File: src/rtl/axilite_reg_arb_pkg.sv
// Shared types and helpers for the register-interface round-robin arbiter.
//   state_e    : per-channel FSM state (IDLE -> BUSY -> ACK)
//   tmo_width  : timeout counter width for a given TIMEOUT (min 1 bit)
//   rr_next    : round-robin grant search starting just after the pointer
package axilite_reg_arb_pkg;

    typedef enum logic [1:0] {
        IDLE = 2'd0,
        BUSY = 2'd1,
        ACK  = 2'd2
    } state_e;

    // Upper bound on requesters the grant search handles.
    localparam int unsigned MAX_REQ   = 32;
    localparam int unsigned MAX_REQ_W = 5;

    // Counter must hold 0..TIMEOUT; keep at least one bit when disabled.
    function automatic int unsigned tmo_width(input int unsigned timeout);
        return (timeout == 0) ? 1 : $clog2(timeout + 1);
    endfunction

    // First set request above ptr, wrapping at n; returns ptr if none set.
    function automatic int unsigned rr_next(input logic [MAX_REQ-1:0] req,
                                            input int unsigned       ptr,
                                            input int unsigned       n);
        logic [MAX_REQ_W-1:0] idx;
        int unsigned          sel;
        logic                 found;
        sel   = ptr;
        found = 1'b0;
        for (int unsigned i = 1; i <= MAX_REQ; i++) begin
            idx = MAX_REQ_W'((ptr + i) % n);
            if (!found && (i <= n) && req[idx]) begin
                sel   = 32'(idx);
                found = 1'b1;
            end
        end
        return sel;
    endfunction

endpackage

File: src/rtl/axilite_reg_arb_chan.sv
// Single-channel round-robin arbiter: grants one of N_REQ requesters,
// registers its command towards the target, and returns a one-cycle ack
// (plus optional return data) to the granted requester.
// Ports:
//   s_en/s_cmd   : per-requester request and packed command
//   s_wait       : target wait, forwarded to the granted requester only
//   s_ack/s_ret  : one-cycle completion and return data (0 outside the ack)
//   m_cmd/m_en   : registered target command and enable
//   m_wait/m_ack : target wait (suspends timeout) and completion
//   m_ret        : target return data, sampled on m_ack
module axilite_reg_arb_chan
    import axilite_reg_arb_pkg::*;
#(
    parameter int unsigned N_REQ     = 2,
    parameter int unsigned CMD_WIDTH = 32,
    parameter int unsigned RET_WIDTH = 1,
    parameter int unsigned TIMEOUT   = 0
) (
    input  logic                         clk,
    input  logic                         rstn,
    input  logic [N_REQ-1:0]             s_en,
    input  logic [N_REQ*CMD_WIDTH-1:0]   s_cmd,
    output logic [N_REQ-1:0]             s_wait,
    output logic [N_REQ-1:0]             s_ack,
    output logic [RET_WIDTH-1:0]         s_ret,
    output logic [CMD_WIDTH-1:0]         m_cmd,
    output logic                         m_en,
    input  logic                         m_wait,
    input  logic                         m_ack,
    input  logic [RET_WIDTH-1:0]         m_ret
);

    localparam int unsigned IW = (N_REQ > 1) ? $clog2(N_REQ) : 1;
    localparam int unsigned CW = tmo_width(TIMEOUT);

    state_e                state, state_d;
    logic [IW-1:0]         gnt, gnt_d;
    logic [IW-1:0]         ptr, ptr_d;
    logic [CMD_WIDTH-1:0]  cmd_d;
    logic                  en_d;
    logic [N_REQ-1:0]      ack_d;
    logic [RET_WIDTH-1:0]  ret_d;
    logic [CW-1:0]         cnt, cnt_d;
    logic [CMD_WIDTH-1:0]  cmd_arr [N_REQ];

    // Unpack the requester commands for indexed selection.
    for (genvar i = 0; i < N_REQ; i++) begin : g_unpack
        assign cmd_arr[i] = s_cmd[i*CMD_WIDTH +: CMD_WIDTH];
    end

    // State and output registers.
    always_ff @(posedge clk or negedge rstn) begin
        if (!rstn) begin
            state <= IDLE;
            gnt   <= '0;
            ptr   <= IW'(N_REQ - 1);
            m_cmd <= '0;
            m_en  <= 1'b0;
            s_ack <= '0;
            s_ret <= '0;
            cnt   <= '0;
        end else begin
            state <= state_d;
            gnt   <= gnt_d;
            ptr   <= ptr_d;
            m_cmd <= cmd_d;
            m_en  <= en_d;
            s_ack <= ack_d;
            s_ret <= ret_d;
            cnt   <= cnt_d;
        end
    end

    // Next-state and next-output logic.
    always_comb begin
        state_d = state;
        gnt_d   = gnt;
        ptr_d   = ptr;
        cmd_d   = m_cmd;
        en_d    = m_en;
        ack_d   = '0;
        ret_d   = '0;
        cnt_d   = cnt;
        case (state)
            IDLE: begin
                if (|s_en) begin
                    gnt_d   = IW'(rr_next(MAX_REQ'(s_en), 32'(ptr), N_REQ));
                    ptr_d   = gnt_d;
                    cmd_d   = cmd_arr[gnt_d];
                    en_d    = 1'b1;
                    cnt_d   = '0;
                    state_d = BUSY;
                end
            end
            BUSY: begin
                if (m_ack) begin
                    en_d       = 1'b0;
                    ret_d      = m_ret;
                    ack_d[gnt] = 1'b1;
                    state_d    = ACK;
                end else if ((TIMEOUT != 0) && !m_wait) begin
                    // Self-ack with zero data once TIMEOUT non-wait cycles pass.
                    if (cnt == CW'(TIMEOUT - 1)) begin
                        en_d       = 1'b0;
                        ack_d[gnt] = 1'b1;
                        state_d    = ACK;
                    end else begin
                        cnt_d = cnt + CW'(1);
                    end
                end
            end
            ACK: begin
                state_d = IDLE;
            end
            default: begin
                state_d = IDLE;
            end
        endcase
    end

    // Target wait goes straight through to the granted requester.
    always_comb begin
        s_wait = '0;
        if (state == BUSY) begin
            s_wait[gnt] = m_wait;
        end
    end

endmodule

File: src/rtl/axilite_reg_arb.sv
// Round-robin arbiter sharing one register-interface target between N_REQ
// requesters; write and read channels are arbitrated independently, each
// with one registered stage per direction and an optional timeout.
// Ports:
//   s_wr_* / s_rd_* : packed requester-side write and read interfaces
//   m_wr_* / m_rd_* : single target-side write and read interfaces
module axilite_reg_arb
    import axilite_reg_arb_pkg::*;
#(
    parameter int unsigned N_REQ         = 2,
    parameter int unsigned DATA_WR_WIDTH = 32,
    parameter int unsigned DATA_RD_WIDTH = 32,
    parameter int unsigned ADDR_WIDTH    = 40,
    parameter int unsigned STRB_WIDTH    = 4,
    parameter int unsigned TIMEOUT       = 0
) (
    input  logic                           clk,
    input  logic                           rstn,
    input  logic [N_REQ*ADDR_WIDTH-1:0]    s_wr_addr,
    input  logic [N_REQ*DATA_WR_WIDTH-1:0] s_wr_data,
    input  logic [N_REQ*STRB_WIDTH-1:0]    s_wr_strb,
    input  logic [N_REQ-1:0]               s_wr_en,
    output logic [N_REQ-1:0]               s_wr_wait,
    output logic [N_REQ-1:0]               s_wr_ack,
    input  logic [N_REQ*ADDR_WIDTH-1:0]    s_rd_addr,
    input  logic [N_REQ-1:0]               s_rd_en,
    output logic [DATA_RD_WIDTH-1:0]       s_rd_data,
    output logic [N_REQ-1:0]               s_rd_wait,
    output logic [N_REQ-1:0]               s_rd_ack,
    output logic [ADDR_WIDTH-1:0]          m_wr_addr,
    output logic [DATA_WR_WIDTH-1:0]       m_wr_data,
    output logic [STRB_WIDTH-1:0]          m_wr_strb,
    output logic                           m_wr_en,
    input  logic                           m_wr_wait,
    input  logic                           m_wr_ack,
    output logic [ADDR_WIDTH-1:0]          m_rd_addr,
    output logic                           m_rd_en,
    input  logic [DATA_RD_WIDTH-1:0]       m_rd_data,
    input  logic                           m_rd_wait,
    input  logic                           m_rd_ack
);

    localparam int unsigned WCMD_W = ADDR_WIDTH + DATA_WR_WIDTH + STRB_WIDTH;

    logic [N_REQ*WCMD_W-1:0] wr_cmd;
    logic [WCMD_W-1:0]       wr_m_cmd;
    logic                    wr_ret_unused;

    // Bundle each requester's write fields into one command word.
    for (genvar i = 0; i < N_REQ; i++) begin : g_wr_pack
        assign wr_cmd[i*WCMD_W +: WCMD_W] = {s_wr_addr[i*ADDR_WIDTH +: ADDR_WIDTH],
                                             s_wr_data[i*DATA_WR_WIDTH +: DATA_WR_WIDTH],
                                             s_wr_strb[i*STRB_WIDTH +: STRB_WIDTH]};
    end

    assign {m_wr_addr, m_wr_data, m_wr_strb} = wr_m_cmd;

    // Write channel: no return data.
    axilite_reg_arb_chan #(
        .N_REQ     (N_REQ),
        .CMD_WIDTH (WCMD_W),
        .RET_WIDTH (1),
        .TIMEOUT   (TIMEOUT)
    ) u_wr (
        .clk    (clk),
        .rstn   (rstn),
        .s_en   (s_wr_en),
        .s_cmd  (wr_cmd),
        .s_wait (s_wr_wait),
        .s_ack  (s_wr_ack),
        .s_ret  (wr_ret_unused),
        .m_cmd  (wr_m_cmd),
        .m_en   (m_wr_en),
        .m_wait (m_wr_wait),
        .m_ack  (m_wr_ack),
        .m_ret  (1'b0)
    );

    // Read channel: address out, read data back.
    axilite_reg_arb_chan #(
        .N_REQ     (N_REQ),
        .CMD_WIDTH (ADDR_WIDTH),
        .RET_WIDTH (DATA_RD_WIDTH),
        .TIMEOUT   (TIMEOUT)
    ) u_rd (
        .clk    (clk),
        .rstn   (rstn),
        .s_en   (s_rd_en),
        .s_cmd  (s_rd_addr),
        .s_wait (s_rd_wait),
        .s_ack  (s_rd_ack),
        .s_ret  (s_rd_data),
        .m_cmd  (m_rd_addr),
        .m_en   (m_rd_en),
        .m_wait (m_rd_wait),
        .m_ack  (m_rd_ack),
        .m_ret  (m_rd_data)
    );

endmodule

File: config.mk
export PLATFORM = sky130hd
export DESIGN_NAME = axilite_reg_arb
export DESIGN_NICKNAME = d
export VERILOG_FILES = /design/src/rtl/axilite_reg_arb_pkg.sv /design/src/rtl/axilite_reg_arb_chan.sv /design/src/rtl/axilite_reg_arb.sv
export SDC_FILE = /design/constraint.sdc
export NUM_CORES = 1
export LEC_CHECK = 0
export ABC_CLOCK_PERIOD_IN_PS = 2200
export CORE_AREA = 2 2 166 168
export DETAILED_ROUTE_END_ITERATION = 16
export DIE_AREA = 0 0 168 170
export HOLD_SLACK_MARGIN = 0.02
export PLACE_DENSITY = 0.63
export SYNTH_ARGS = -nofsm -noshare
export SYNTH_HDL_FRONTEND = slang
export SYNTH_SLANG_ARGS = --single-unit
File: constraint.sdc
create_clock -name clk -period 2.2 [get_ports clk]
set_input_delay 0.33 -clock clk [delete_from_list [all_inputs] [get_ports clk]]
set_output_delay 0.33 -clock clk [all_outputs]
set_load 0.03 [all_outputs]
# Yosys cells after proc, flatten, opt, wreduce, memory -nomap -nowiden
# Cells that the tools add are included.
# totals
register_bits	162
inputBits	274
out_inout_bits	158
wordCells	107
# classes
reduce_logical	18
bitwise	4
mux	52
n_eq_ne	6
order_cmp	10
addsub	4
# ops
op	count
$mux 76	3
$mux 40	3
$mux 32	2
$mux 1	28
$lt 1x6->1 const B	4
$mux 2	10
$pmux 2 s2	2
$reduce_and 2->1	4
$reduce_and 3->1	2
$add 1x1->1 const B	4
$and 2x2->2	2
$eq 2x1->1 const B	2
$ge 2x2->1 const B	2
$logic_and 1x1->1	4
$logic_not 2->1	2
$lt 1x2->1 const B	2
$ne 2x1->1 const B	2
$ne 2x2->1 const B	2
$not 1->2	2
$pmux 1 s2	2
$reduce_bool 2->1	2
$reduce_or 2->1	2
$demux 1 s1	2
$ge 1x1->1 const B	2
$logic_not 1->1	2

# Depth between registers and ports, before layout
# Gate-level depths: netlist of the first run.
# depth
depth_word	15
mapped_depth	6
depth_no_buf	3

# Hierarchy
# Synthesis of the first run repeated with hierarchy kept, for this count alone.
# hier_totals
cells_unflattened	802
area_unflattened_um2	7613.6
# modules_own_cells
module	area_per_inst_um2	n_inst	cells_each	seq_area_each_um2
axilite_reg_arb_chan at u_wr	4237.8	1	469	2103.3
axilite_reg_arb_chan at u_rd	3372.0	1	332	1978.1
axilite_reg_arb	3.8	1	1	0.0

# Worst setup path after synthesis of the first run
# Ideal clock, no wire load.
# synth_timing
path_kind	flip-flop to output port
start	register u_rd.state[1]
end	output s_rd_wait[0]
arrival_time_ps	1386
n_path_buf	2
path_stages_with_launch	6
required_time_ps	1870
setup_slack_ps	484
cell_sequence	dfrtp_1 > nor2b_1 > clkbuf_1 > clkbuf_1 > nand2_1 > nor2_1
# synth_between
elab_chain_cells	2
# synth_rtl
item	line_no	text
from (decl)	axilite_reg_arb_chan.sv:36	state_e state, state_d;
from (signal assigned)	axilite_reg_arb_chan.sv:63	state <= state_d;
$eq 2x1->1	axilite_reg_arb_chan.sv:124	if (state == BUSY) begin
$mux 2	axilite_reg_arb_chan.sv:124	
to (decl)	axilite_reg_arb.sv:28	output logic [N_REQ-1:0] s_rd_wait,
# Every way passes these cells.

# Worst setup path after layout of the first run
# layout_timing
start	register u_wr.state[0]
end	output s_wr_wait[0]
# layout_between
elab_chain_cells	2
# layout_rtl
item	line_no	text
from (decl)	axilite_reg_arb_chan.sv:36	
from (signal assigned)	axilite_reg_arb_chan.sv:63	
$eq 2x1->1	axilite_reg_arb_chan.sv:124	
$mux 2	axilite_reg_arb_chan.sv:124	
to (decl)	axilite_reg_arb.sv:23	output logic [N_REQ-1:0] s_wr_wait,
# Every way passes these cells.

==> impl_metrics.json, run 1 <==
{
  "avgRoutedWirePerCell_microns": 19.6,
  "cts_setup_buffers": 0,
  "die_w_microns": 168,
  "tritoncts": "done",
  "cp.arrival_ns": 1.72,
  "clk_path_buf_depth": 2,
  "fmax_mhz": 487,
  "critPathCaptureType": "primary output",
  "synth_xor_xnor_area_share": 0,
  "yosys.area_share.simple": 0.125,
  "cts_sinks": 162,
  "cp_data_required_time_ns": 1.87,
  "fin_skew_ns": 0.0129,
  "drc": 0,
  "drive_above_1_share": 0.0667,
  "cap_violations": 0,
  "wl_mm": 30.2,
  "overflow": 0,
  "cts_root_buf": "clkbuf_16",
  "ys_ff_latch": 162,
  "grtUsageTotal": 0.206,
  "avgViaCountPerCell": 5.19,
  "die_h_microns": 170,
  "hold_viol": 0,
  "rows": 60,
  "hold_path.class": "input pin to asynchronous set/reset pin",
  "dr.pass1.iters": 4,
  "grt_pass1_vias": 8057,
  "synth_top_family_by_area": "compound AO/OA/AOI/OAI gates",
  "register_area_sq_um": 4060,
  "final_nets": 1461,
  "syn_inst": 801,
  "synthAdderAreaFrac": 0,
  "fin_crit_ns": 2.05,
  "setup_viol": 0,
  "grt_max_degree": 59,
  "htree_num_levels": 4,
  "synth_mux_area_frac": 0,
  "clkTransAtPathRegs_ns": 0.08,
  "criticalPathCategory": "flop to primary output",
  "drt_iter0_drc": 629,
  "irDropWorstVdd_mv": 0.545,
  "numCtsBuffers": 17,
  "portBuffers": 431,
  "synthDistinctLibCells": 24,
  "num-fill-cells": 2574,
  "outcome": "complete, no violations",
  "yosys_warnings": 0,
  "tightest_slew_ns": 0.483,
  "startpoint_type": "flop",
  "placeableCoreArea_sq_um": 26700,
  "diodes": 0,
  "gp_congestion": 0.814,
  "avgSynthCellArea_sq_um": 9.34,
  "grt_pass1_wl_mm": 46.2,
  "power_leakage_nw": 5.14,
  "ios": 432,
  "power_w": 0.0179,
  "vias": 7995,
  "cellPowerDensity_nw_per_um2": 1410,
  "fin_crit_sh": 0.932,
  "worstSkewPairLatency_ns": 0.43,
  "initial_core_util": 0.281,
  "dp_hpwl_mm": 20.8,
  "rsz0062_at_grt": "no",
  "yosysSeqAreaShare": 0.542,
  "antenna_left": 0,
  "final_max_slew_viol_count": 0,
  "antenna_found_initial": 0,
  "netlist_area_sq_um": 7480,
  "syn-num-nets": 1075,
  "synth-compound-area-share": 0.262,
  "critPathMaxFanout": 5,
  "die_area_sq_um": 28600,
  "relSlewSlack": 0.678,
  "area_growth_pct": 70.4,
  "multi_input_area_sq_um": 2930,
  "fin_tns_setup_ns": 0
}
## sequential cells by signal, summed over array words and instances (netlist names)
signal,count
u_rd.gnt,1
u_rd.s_ack,2
u_wr.s_ack,2
u_wr.gnt,1
u_wr.m_en,1
u_wr.ptr,1
u_wr.state,2
u_rd.m_cmd,40
u_rd.m_en,1
u_rd.s_ret,32
u_rd.state,2
u_rd.ptr,1
u_wr.m_cmd,76
## timing repair
item | CTS | global route
resized for setup | 4 | 0
endpoints found under the hold margin | 37 | 0
setup endpoints to repair | 4 | 0
hold buffers | 1 | 0
## layout by cell type (no fill, tap or decap)
cell type        Yosys  routed
clkdlybuf4s50_1      0     426
dfrtp_1            160     160
a21oi_1            120     120
a31oi_1            120     120
nand3_1            116     116
o21ai_0            108     108
and3_1              36      36
buf_4                5      23
clkbuf_16            0      17
buf_12               0      11
o21ai_1              8       8
inv_8                0       5
nand2_1              4       4
nor2_1               5       4
a21o_1               4       4
inv_1                4       4
clkinv_8             0       4
dlygate4sd2_1        0       4
nor2b_2              1       3
nand2b_2             0       2
nand2b_1             4       2
clkinv_4             0       2
inv_6                0       2
dfstp_2              2       2
nor2b_1              4       1
nor2_4               0       1
or2_2                0       1
and2_2               0       1
and2b_2              0       1
nor2b_4              0       1
nor2_2               1       1
or2_1                2       1
and2_1               2       1
clkinvlp_4           0       1
inv_12               0       1
dlygate4sd3_1        0       1
buf_6               13       1
## Yosys cell counts
cell	instances	area share
buf_6	13	0.020
a31oi_1	120	0.10
or2_1	2	0.0017
and2_1	2	0.0017
dfrtp_1	160	0.54
a21o_1	4	0.0040
buf_2	12	0.0080
nand3_1	116	0.078
nand2b_1	4	0.0033
nor2b_2	1	0.0012
nor2_1	5	0.0025
nor2b_1	4	0.0033
clkbuf_1	65	0.033
dfstp_2	2	0.0070
a21oi_1	120	0.080
inv_1	4	0.0020
nor2_2	1	0.00084
and2b_1	1	0.0010
o21ai_0	108	0.072
o21ai_1	8	0.0054
buf_4	5	0.0050
nand2_1	4	0.0020
and3_1	36	0.030
clkbuf_2	4	0.0027
## power breakdown
group | internal (W) | switching [W] | total (W)
logic | 0.00395 | 0.00590 | 0.00985
registers | 0.00428 | 0.000721 | 0.00500
clock network | 0.00155 | 0.00151 | 0.00306
## critical path, stage by stage, from the launching register on
cell and delay (ns):
dfrtp_1 0.39, nor2b_1 0.28, nand2_1 0.08, nor2_1 0.13, dlygate4sd2_1 0.42
## per-layer routing
metal  global-route usage  up-vias  part of all wire
met4               0.0499        0             0.016
met5                    0        -                 0
li1                     -     3735                 -
met3               0.0644       27             0.086
met2                0.355      363              0.50
met1                0.251     3870              0.40
## final timing paths
check                      cells after the start             end  slack (ns)          start
min                                            2  u_wr.m_cmd[69]        0.41           rstn
min reg2reg                                    1       u_wr.m_en        0.48      u_wr.m_en
max in group asynchronous                      3   u_wr.m_cmd[9]        1.07           rstn
min in group clk                               3  u_rd.m_cmd[14]        0.46  s_rd_addr[14]
max reg2reg                                    4  u_wr.m_cmd[62]        0.55       u_wr.ptr
max                                            4    s_wr_wait[0]        0.15  u_wr.state[0]
## cells by family (layout without fill, tap and decap cells)
kind of cell | count (synthesis) | count (layout)
buf+inv | 103 | 502
compound gates | 360 | 360
simple gates | 176 | 176
flops | 162 | 162
## through the flow
stage	hold slack, ns	util	instance area, sq um	instances	worst slack [ns]
finish	0.409	0.478	12700	1541	0.149
global route	0.419	0.478	12700	1541	0.0419
CTS	0.412	0.478	12700	1541	0.126
detailed placement	0.303	0.455	12100	1508	0.179
global placement	0.307	0.455	12100	1508	0.171
floorplan	0.0344	-	7480	801	0.484
## area by class of cell
cell class                 count  area share
tap                          341      0.0335
clock inverter                15      0.0141
timing repair buffer         466       0.370
multi-input combinational    536       0.230
sequential                   162       0.318
inverter                       4     0.00118
clock buffer                  17      0.0334
(Power assumes the default switching activity.)
==> inputs of run 2 (changes only) <==
==> constraint.sdc (replaced) <==
create_clock -name clk -period 2.2 [get_ports clk]
set_input_delay 0.66 -clock clk [delete_from_list [all_inputs] [get_ports clk]]
set_output_delay 0.66 -clock clk [all_outputs]
set_load 0.03 [all_outputs]
==> run 2 against run 1 <==
Against the previous run: clock skew grew 0.0036 ns; cell count grew 1.2%; flip-flop and latch count is the same; critical path type unchanged; design area grew 1.8%; worst setup slack lost 0.11 ns.
==> impl_metrics.json, run 2 (synthesis results as in run 1) <==
{
  "portBuffers": 431,
  "die_area_sq_um": 28600,
  "irDropWorstVdd_mv": 0.766,
  "clk_path_buf_depth": 2,
  "cts_setup_buffers": 0,
  "tightest_slew_ns": 0.492,
  "power_w": 0.0181,
  "diodes": 0,
  "outcome": "complete, no violations",
  "final_nets": 1479,
  "numCtsBuffers": 17,
  "rsz0062_at_grt": "no",
  "place_inst": 1527,
  "antenna_found_initial": 0,
  "avgRoutedWirePerCell_microns": 19.3,
  "layout.cells.non_filler": 1559,
  "drive_above_1_share": 0.0862,
  "tritoncts": "done",
  "cts_sinks": 162,
  "critPathMaxFanout": 2,
  "die_w_microns": 168,
  "relSlewSlack": 0.672,
  "grtUsageTotal": 0.204,
  "ios": 432,
  "drc": 0,
  "critPathBufInv": 1,
  "fin_crit_sh": 0.980,
  "rows": 60,
  "dr.pass1.iters": 5,
  "initial_core_util": 0.281,
  "die_h_microns": 170,
  "register_area_sq_um": 4060,
  "area_growth_pct": 73.4,
  "critPathCaptureType": "primary output",
  "gp_congestion": 0.851,
  "final_util": 0.487,
  "hold_path.class": "input pin to asynchronous set/reset pin",
  "final_common_cell": "clkdlybuf4s50_1",
  "fmax_mhz": 464,
  "criticalPathCategory": "flop to primary output",
  "post-place-ws_ns": -0.0545,
  "largestRegisters": "u_wr.m_cmd: 76 flops, u_rd.m_cmd: 40 flops, u_rd.s_ret: 32 flops",
  "avgViaCountPerCell": 5.24,
  "vias": 8168,
  "wl_mm": 30.1,
  "worstSkewPairLatency_ns": 0.42,
  "placeableCoreArea_sq_um": 26700,
  "startpoint_type": "flop",
  "htree_num_levels": 4,
  "setup_viol": 0,
  "cellPowerDensity_nw_per_um2": 1390,
  "regMostFlops": "u_wr.m_cmd",
  "final_max_slew_viol_count": 0,
  "cp.arrival_ns": 1.50,
  "grt_max_degree": 55,
  "largest_reg_flops": 76,
  "multi_input_area_sq_um": 2930,
  "layout_common_cells": "clkdlybuf4s50_1, dfrtp_1, a21oi_1, a31oi_1, nand3_1",
  "cp_data_required_time_ns": 1.54,
  "hold_viol": 0,
  "dp_hpwl_mm": 21.7,
  "cp_slowest_cell": "clkdlybuf4s50_1",
  "critical-path-top-delay-family": "buffers and inverters",
  "overflow": 0,
  "power_leakage_nw": 5.35,
  "grt_pass1_wl_mm": 45.9,
  "cts_root_buf": "clkbuf_16",
  "cp_cell_sequence": "clkdlybuf4s50_1",
  "num-fill-cells": 2505,
  "grt_pass1_vias": 8209,
  "clkTransAtPathRegs_ns": 0.08,
  "critPathMaxStageDelay_ns": 0.69,
  "drt_iter0_drc": 534,
  "fin_crit_ns": 2.16,
  "antenna_left": 0,
  "setup_slack_ns": 0.0431,
  "fin_tns_setup_ns": 0,
  "fin_skew_ns": 0.0165,
  "cap_violations": 0
}
[run 2: changes by cell type in the layout (fill, tap and decap cells not counted), moves of 2 or more]
cell	change
buf_4	+19
clkdlybuf4s50_1	-18
dlymetal6s2s_1	+15
buf_12	+4
clkinv_8	+2
inv_6	-2
[run 2: where the power goes]
group          total, W  internal (W)  leakage [nW]  switching (W)
clock network   0.00307       0.00156         0.295        0.00152
logic           0.00998       0.00408          3.15        0.00590
registers       0.00501       0.00428          1.90       0.000731
total            0.0181       0.00992          5.35        0.00815
[run 2: worst paths after layout]
kind                           startpoint        endpoint  slack [ns]  cells past startpoint
hold / removal                       rstn  u_wr.m_cmd[71]        0.19                      1
hold reg to reg                 u_rd.m_en       u_rd.m_en        0.48                      1
min in group clk                u_rd.m_en       u_rd.m_en        0.48                      1
setup / recovery           u_wr.m_cmd[12]    m_wr_data[8]        0.04                      1
max in group asynchronous            rstn        u_wr.ptr        1.34                      2
setup reg to reg                 u_wr.ptr  u_wr.m_cmd[44]        0.60                      4
[run 2: layout make-up]
type                       instances  share of cell area
tap                              341              0.0329
clock inverter                    15              0.0149
inverter                           4             0.00116
clock buffer                      17              0.0328
multi-input combinational        536               0.226
sequential                       162               0.313
timing repair buffer             484               0.380
[run 2: per-layer routing]
layer / part of all wire / global-route usage
met2: 0.49 / 0.349
met3: 0.086 / 0.0598
met5: 0 / 0
met4: 0.025 / 0.0662
met1: 0.40 / 0.248
[run 2: through the flow]
stage | hold slack (ns) | instance area (sq um)
floorplan | 0.364 | 7480
detailed placement | 0.471 | 12300
finish | 0.192 | 13000
CTS | 0.185 | 12900
global placement | 0.461 | 12300
global route | 0.200 | 13000
[run 2: timing repair]
action | 4_1_cts | 5_1_grt
hold buffers | 0 | 0
setup endpoints to repair | 4 | 16
gates resized for setup | 4 | 16
==> inputs of run 3 (changes only) <==
--- a/config.mk
+++ b/config.mk
@@ -6,11 +6,12 @@
 export NUM_CORES = 1
 export LEC_CHECK = 0
 export ABC_CLOCK_PERIOD_IN_PS = 2200
-export CORE_AREA = 2 2 166 168
+export CORE_AREA = 2 2 168 170
 export DETAILED_ROUTE_END_ITERATION = 16
-export DIE_AREA = 0 0 168 170
+export DIE_AREA = 0 0 170 172
 export HOLD_SLACK_MARGIN = 0.02
-export PLACE_DENSITY = 0.63
+export PLACE_DENSITY = 0.62
 export SYNTH_ARGS = -nofsm -noshare
 export SYNTH_HDL_FRONTEND = slang
+export SYNTH_HIERARCHICAL = 1
 export SYNTH_SLANG_ARGS = --single-unit
==> run 3 against run 2 <==
Against the previous run: cell count down 0.51%; sequential share of layout area up 0.088 points; combinational power about the same; non-clock buffer count down 14; core utilization down 1.6 points; routed wire length up 2.6%; worst hold slack worse by 0.028 ns; power about the same; maximum frequency up 0.29%; via count down 0.55%; synthesized cell count down 0.25%.
==> impl_metrics.json, run 3 <==
{
  "outcome": "complete, no violations",
  "power_leakage_nw": 5.22,
  "grt-busiest-layer": "met2",
  "final_max_slew_viol_count": 0,
  "regToRegStartpoint": "u_wr/ptr",
  "cp_slowest_cell": "clkdlybuf4s50_1",
  "num-fill-cells": 2630,
  "largestRegisters": "u_wr/m_cmd: 76 flops, u_rd/m_cmd: 40 flops, u_rd/s_ret: 32 flops",
  "antenna_left": 0,
  "critPathBufInv": 1,
  "syn_inst": 799,
  "overflow": 0,
  "grtUsageTotal": 0.203,
  "die_area_sq_um": 29200,
  "cap_violations": 0,
  "clk_path_buf_depth": 2,
  "grt_max_degree": 56,
  "setup_viol": 0,
  "vias": 8123,
  "cts_root_buf": "clkbuf_16",
  "critPathCaptureType": "primary output",
  "rows": 61,
  "htree_num_levels": 4,
  "criticalPathCategory": "flop to primary output",
  "fin_crit_sh": 0.978,
  "hold_viol": 0,
  "grt_use_met1": 0.247,
  "grt_use_met2": 0.339,
  "portBuffers": 431,
  "regMostFlops": "u_wr/m_cmd",
  "critPathLaunch": "u_rd/m_cmd[23]",
  "avgViaCountPerCell": 5.24,
  "final_common_cell": "clkdlybuf4s50_1",
  "grt_pass1_wl_mm": 46.5,
  "largest_reg_flops": 76,
  "layout_common_cells": "clkdlybuf4s50_1, dfrtp_1, a21oi_1",
  "tritoncts": "done",
  "dr.pass1.iters": 5,
  "clkTransAtPathRegs_ns": 0.07,
  "postCtsHoldBufs": 0,
  "cts_setup_buffers": 0,
  "fmax_mhz": 465,
  "irDropWorstVdd_mv": 0.564,
  "syn-num-nets": 1073,
  "worstSkewPairLatency_ns": 0.42,
  "register_area_sq_um": 4060,
  "rsz0062_at_grt": "no",
  "die_w_microns": 170,
  "antenna_found_initial": 1,
  "hold_path.class": "input pin to asynchronous set/reset pin",
  "area_growth_pct": 70.7,
  "whs_ns": 0.164,
  "cp_data_required_time_ns": 1.54,
  "netlist_area_sq_um": 7580,
  "fin_crit_ns": 2.15,
  "drive_above_1_share": 0.0914,
  "critPathMaxStageDelay_ns": 0.70,
  "cts_sinks": 162,
  "multi_input_area_sq_um": 3050,
  "fin_skew_ns": 0.0172,
  "ios": 432,
  "yosys_warnings": 6,
  "tightest_slew_ns": 0.496,
  "gp_congestion": 0.804,
  "numCtsBuffers": 17,
  "avgRoutedWirePerCell_microns": 19.9,
  "cp_cell_sequence": "clkdlybuf4s50_1",
  "relSlewSlack": 0.669,
  "dp_hpwl_mm": 21.5,
  "critical-path-top-delay-family": "buffers and inverters",
  "startpoint_type": "flop",
  "avgSynthCellArea_sq_um": 9.49,
  "drt_iter0_drc": 510,
  "die_h_microns": 172,
  "grt_pass1_vias": 8040,
  "cellPowerDensity_nw_per_um2": 1400,
  "cp.arrival_ns": 1.49,
  "wl_mm": 30.8,
  "power_w": 0.0181,
  "met3_usage": 0.0561,
  "final_util": 0.471,
  "drc": 0,
  "fin_tns_setup_ns": 0,
  "initial_core_util": 0.276,
  "placeableCoreArea_sq_um": 27500,
  "final_nets": 1464,
  "critPathMaxFanout": 2
}
-- run 3: routing by layer --
layer,vias to the layer above,share of wire
met1,3973,0.40
li1,3737,-
met3,47,0.080
met2,366,0.49
met4,0,0.030
met5,-,0
-- run 3: timing repair --
action                                  CTS  global route
gates resized for setup                   4            10
endpoints found under the hold margin     0             0
endpoints found under the setup margin    4            11
-- run 3: area by class of cell --
cell class / instances / area share
Sequential cell: 162 / 0.314
Tap cell: 346 / 0.0335
Antenna cell: 2 / 0.000387
Clock buffer: 19 / 0.0342
Inverter: 4 / 0.00116
Timing Repair Buffer: 470 / 0.372
Multi-Input combinational cell: 535 / 0.236
Clock inverter: 13 / 0.00909
-- run 3: power by group --
group	internal (W)	switching (W)
clock	0.00152	0.00137
combinational	0.00412	0.00604
sequential	0.00429	0.000727
total	0.00993	0.00814
-- run 3: worst paths after layout --
| path | slack, ns | endpoint | depth (start not counted) |
|---|---|---|---|
| worst max-delay path | 0.05 | m_rd_addr[23] | 1 |
| worst min-delay path | 0.16 | u_wr/m_cmd[68] | 1 |
| worst max register to register | 0.71 | u_wr/m_cmd[60] | 4 |
| worst min register to register | 0.49 | u_rd/m_en | 1 |
| max in group asynchronous | 1.35 | u_rd/ptr | 2 |
| min in group clk | 0.49 | u_rd/m_en | 1 |
-- run 3: metrics by stage --
step           setup slack [ns]  std cells  instance area [sq um]
2_1_floorplan             0.140        799                   7580
3_3_place_gp             0.0469       1517                  12300
3_5_place_dp             0.0308       1517                  12300
4_1_cts                 0.00757       1549                  12900
5_1_grt                0.000198       1550                  12900
6_report                 0.0493       1551                  12900
